**src/rtl/reg_status_table_pkg.sv**
```systemverilog
// Shared core constants and the register status entry type.
// Used by the tag FIFO, dispatch and the register status table.
package reg_status_table_pkg;

  localparam int NREG   = 32;
  localparam int AREG_W = 5;
  localparam int TAG_W  = 5;

  typedef struct packed {
    logic             pending;
    logic [TAG_W-1:0] tag;
  } rst_entry_t;

endpackage

```
**src/rtl/rst_lookup.sv**
```systemverilog
// Combinational source lookup with same-cycle CDB bypass.
// Ports: entries (table), addr, cdb_valid/cdb_tag in; pending, tag out.
module rst_lookup
  import reg_status_table_pkg::*;
(
  input  rst_entry_t [NREG-1:0] entries,
  input  logic [AREG_W-1:0]     addr,
  input  logic                  cdb_valid,
  input  logic [TAG_W-1:0]      cdb_tag,
  output logic                  pending,
  output logic [TAG_W-1:0]      tag
);

  rst_entry_t e;
  logic       hit;

  assign e   = entries[addr];
  // A broadcast of the awaited tag this cycle means the value is ready now.
  assign hit = cdb_valid && (cdb_tag == e.tag);

  assign pending = (addr != '0) && e.pending && !hit;
  assign tag     = pending ? e.tag : '0;

endmodule

```
**src/rtl/reg_status_table.sv**
```systemverilog
// Register status table: tracks which registers await an in-flight tag.
// Ports: clock, reset, flush, dispatch write, rs/rt lookups, CDB, count.
module reg_status_table
  import reg_status_table_pkg::*;
(
  input  logic              clock,
  input  logic              reset,
  input  logic              flush,
  input  logic              disp_wr_en,
  input  logic [AREG_W-1:0] disp_rd,
  input  logic [TAG_W-1:0]  disp_tag,
  input  logic [AREG_W-1:0] rs_addr,
  input  logic [AREG_W-1:0] rt_addr,
  output logic              rs_pending,
  output logic              rt_pending,
  output logic [TAG_W-1:0]  rs_tag,
  output logic [TAG_W-1:0]  rt_tag,
  input  logic              cdb_valid,
  input  logic [TAG_W-1:0]  cdb_tag,
  output logic [AREG_W:0]   pending_count
);

  localparam logic [AREG_W:0] ONE = (AREG_W+1)'(1);

  rst_entry_t [NREG-1:0] entries;
  rst_entry_t [NREG-1:0] entries_nxt;
  logic [AREG_W:0]       count_nxt;
  logic [AREG_W:0]       hits;
  logic                  wr;
  logic                  inc;
  logic                  clr;

  always_comb begin
    entries_nxt = entries;
    hits        = '0;
    clr         = 1'b0;
    wr          = disp_wr_en && (disp_rd != '0);
    inc         = wr && !entries[disp_rd].pending;
    for (int i = 1; i < NREG; i++) begin
      if (cdb_valid && entries[i].pending &&
          entries[i].tag == cdb_tag) begin
        hits = hits + ONE;
        // A same-cycle rename of this register keeps the new tag.
        if (!(wr && disp_rd == AREG_W'(i))) begin
          entries_nxt[i].pending = 1'b0;
          clr = 1'b1;
        end
      end
    end
    if (wr) begin
      entries_nxt[disp_rd].pending = 1'b1;
      entries_nxt[disp_rd].tag     = disp_tag;
    end
    count_nxt = pending_count
              + (inc ? ONE : '0)
              - (clr ? ONE : '0);
    if (flush) begin
      entries_nxt = entries;
      for (int i = 0; i < NREG; i++) begin
        entries_nxt[i].pending = 1'b0;
      end
      count_nxt = '0;
    end
  end

  always_ff @(posedge clock or posedge reset) begin
    if (reset) begin
      entries       <= '0;
      pending_count <= '0;
    end else begin
      entries       <= entries_nxt;
      pending_count <= count_nxt;
    end
  end

  // Tags are unique in flight; a multi-entry match is a protocol error.
  always @(posedge clock) begin
    if (!reset && !flush) begin
      assert (hits <= ONE);
    end
  end

  rst_lookup u_rs (
    .entries   (entries),
    .addr      (rs_addr),
    .cdb_valid (cdb_valid),
    .cdb_tag   (cdb_tag),
    .pending   (rs_pending),
    .tag       (rs_tag)
  );

  rst_lookup u_rt (
    .entries   (entries),
    .addr      (rt_addr),
    .cdb_valid (cdb_valid),
    .cdb_tag   (cdb_tag),
    .pending   (rt_pending),
    .tag       (rt_tag)
  );

endmodule

```
**config.mk**
```make
export PLATFORM = sky130hd
export DESIGN_NAME = reg_status_table
export DESIGN_NICKNAME = d
export VERILOG_FILES = /design/src/rtl/reg_status_table_pkg.sv /design/src/rtl/rst_lookup.sv /design/src/rtl/reg_status_table.sv
export SDC_FILE = /design/constraint.sdc
export NUM_CORES = 1
export LEC_CHECK = 0
export BUFFER_PORTS_ARGS = -buffer_cell sky130_fd_sc_hd__buf_2
export CAP_MARGIN = 20
export CORE_UTILIZATION = 32
export CTS_CLUSTER_DIAMETER = 200
export DETAILED_ROUTE_END_ITERATION = 10
export GPL_TIMING_DRIVEN = 0
export PLACE_DENSITY = 0.44
export SLEW_MARGIN = 25
export SYNTH_ARGS = -nofsm -noshare
export SYNTH_HDL_FRONTEND = slang
export SYNTH_SLANG_ARGS = --single-unit
export TNS_END_PERCENT = 100
```
**constraint.sdc**
```tcl
create_clock -name clock -period 17.6 [get_ports clock]
set_input_delay 5.28 -clock clock [delete_from_list [all_inputs] [get_ports clock]]
set_output_delay 5.28 -clock clock [all_outputs]
set_load 0.02 [all_outputs]
```
==> reports/qor.yml <==
outcome:
  status: "finished clean"
synth:
  syn_inst: 1232
  yosysWarnings: 0
  synth_edf_count: 0
  post_synth.cell_area_avg_um2: 11.2
  synth_top_area_frac: 0.358
  synth_nets: 1269
  ys_ff_latch: 197
  synth_cell_types: 70
  syn_area_um2: 13800
  synth.area.top_cells: "dfrtp_1, mux4_2, mux2_2, xnor2_1, xor2_1"
  async_flop_share: 1.00
  synth_ff_type: "dfrtp_1"
  yosysSeqAreaShare: 0.358
  yosysTopAreaCell: "dfrtp_1"
final_layout:
  final_layout_size_suffix_gt1_frac: 0.283
  mostFrequentLayoutCells: "dfrtp_1, mux2_2, xnor2_1"
  area_delta_synth_final_pct: 11.3
  final_nets: 1326
  final_common_cell: "dfrtp_1"
timing:
  finalHoldViolations: 0
  fmax_ghz: 0.0691
  fin_crit_ps: 14470
  drv_slew: 0
  finalSetupViolations: 0
  slew_headroom: 0.186
  worst_pin_slew_ps: 1220
  fin_skew_ps: 14.0
  grt_setup_unrepaired: "false"
  tns_ps: 0
  timing.hold.ws_ps: 500
  finalCritPeriodShare: 0.822
power:
  power.internal_uw: 868
  ir_drop_uv: 68.0
  switching_power_uw: 472
  pwr-share-seq: 0.440
  clock_power_share: 0.301
  p_comb_frac: 0.259
  power.share.switching: 0.352
  power_leakage_uw: 0.00647
  p_per_area_nw_per_um2: 87.4
place:
  dp_hpwl_um: 48100
  port_buffers: 33
  gp_congestion: 0.991
setup_path:
  worstSetupPathType: "primary input to primary output"
  critPathRequiredTime_ps: 12320
  crit_path_start_kind: "primary input"
  critical_path.cell_chain: "clkbuf_1, clkbuf_1, clkbuf_1, mux2i_1, a221oi_1, xnor2_1, a211oi_1, buf_2"
  worst_path_dominant_cell_family: "buffers and inverters"
  crit_buf_inv: 4
  crit_path_end_kind: "primary output"
  crit_path_frequent_cell: "clkbuf_1"
  critPathArrivalTime_ps: 9190
  max_stage_delay_ps: 840
  crit_path_top_delay_cell: "clkbuf_1"
  crit_fanout: 10
detailed_routing:
  drtAntennaViolNets: 0
  drt_wl_total_um: 63100
  first_iter_violations: 1311
  dr_total_vias: 11322
  via_per_inst: 6.14
  first_pass_iters: 7
  wl_per_cell_um: 34.3
  drcViolationCount: 0
clocking:
  root_buffer: "clkbuf_16"
  ctsHtreeMaxLevel: 4
  cts_tree: "built"
  cts.sinks: 197
  cts_hold_buf: 0
  insertion_delay_ps: 500
  cts_resized: 0
  clk_path_buf_depth: 2
  cts_buffers: 17
  postCtsSetupBuffers: 0
  clk_pin_slew_ps: 80
floorplan:
  die_y_um: 209
  die_w_um: 209
  fp-row-count: 75
  start_util: 0.326
  core_area_um2: 42200
  io_pins: 48
  die_area_um2: 43900
global_route:
  grt.total_usage: 0.295
  grt_pass1_wl_um: 88400
  grt_pass1_vias: 11193
  antenna_found_initial: 3
  grt_max_degree: 91
  gr-total-overflow: 0
run:
  cap_violations: 0
worst_hold_path:
  hp-class: "register to register"
==> registers in the layout, summed over array words and instances, names as in the netlist <==
register       flops
entries          191
pending_count      6
==> logic make-up after synthesis <==
family | after synthesis | synth area share
AND/OR/NAND/NOR | 322 | 0.119
buffers and inverters | 132 | 0.0412
flip-flops | 197 | 0.358
AO/OA/AOI/OAI | 131 | 0.0673
XOR/XNOR | 145 | 0.0927
adder cells (fa/ha/maj) | 7 | 0.00690
multiplexers | 298 | 0.315
==> cells in the mapped netlist (all sizes together) (31+ instances only) <==
master and count:
nand4 39, mux2i 38, inv 31, dfrtp 197
mux2 171, xor2 53, mux4 89, nand2 78
buf 44, nand3 32, xnor2 92, clkbuf 56
nor2 63
==> per-stage QoR <==
step	area, um^2	std cells	power (uW)	util	setup WS (ps)
2_1_floorplan	13800	1232	799	-	4530
6_report	15300	1843	1340	0.363	3130
4_1_cts	15300	1841	1340	0.363	3240
5_1_grt	15300	1841	1390	0.363	3130
3_5_place_dp	14800	1809	936	0.349	3250
3_3_place_gp	14600	1804	931	0.346	3230
==> layer usage <==
layer,vias to the layer above,share of wire,track usage
met3,129,0.084,0.0682
li1,4670,-,-
met1,5895,0.43,0.405
met2,624,0.44,0.444
met5,-,0.00027,0
met4,4,0.041,0.130
==> cell type report <==
| class | count | area [um^2] |
|---|---|---|
| fill | 4277 | 26900 |
| multi-input combinational | 903 | 8320 |
| sequential | 197 | 4930 |
| tap | 539 | 674 |
| clock buffer | 20 | 457 |
| buffer | 100 | 453 |
| timing repair buffer | 38 | 243 |
| inverter | 32 | 128 |
| clock inverter | 12 | 119 |
| antenna | 2 | 5.00 |
==> power by group through the flow <==
stage | Combinational, uW | Sequential, uW | Clock, uW
2_1_floorplan | 238 | 561 | 0
3_3_place_gp | 339 | 593 | 0
3_5_place_dp | 342 | 594 | 0
4_1_cts | 343 | 585 | 416
5_1_grt | 368 | 593 | 428
6_report | 348 | 589 | 403
==> final timing paths <==
kind,start,endpoint,slack [ps],depth (start not counted)
min in group asynchronous,reset,entries[142]$_DFFE_PP0P_,4720,2
worst min register to register,entries[0]$_DFFE_PP0P_,entries[0]$_DFFE_PP0P_,500,1
worst max register to register,entries[148]$_DFFE_PP0P_,pending_count[5]$_DFF_PP0_,13480,16
worst min-delay path,entries[0]$_DFFE_PP0P_,entries[0]$_DFFE_PP0P_,500,1
worst max-delay path,rs_addr[0],rs_tag[0],3130,8
max in group asynchronous,reset,pending_count[5]$_DFF_PP0_,12130,3
Note: power is estimated with default switching activity, not from simulation.
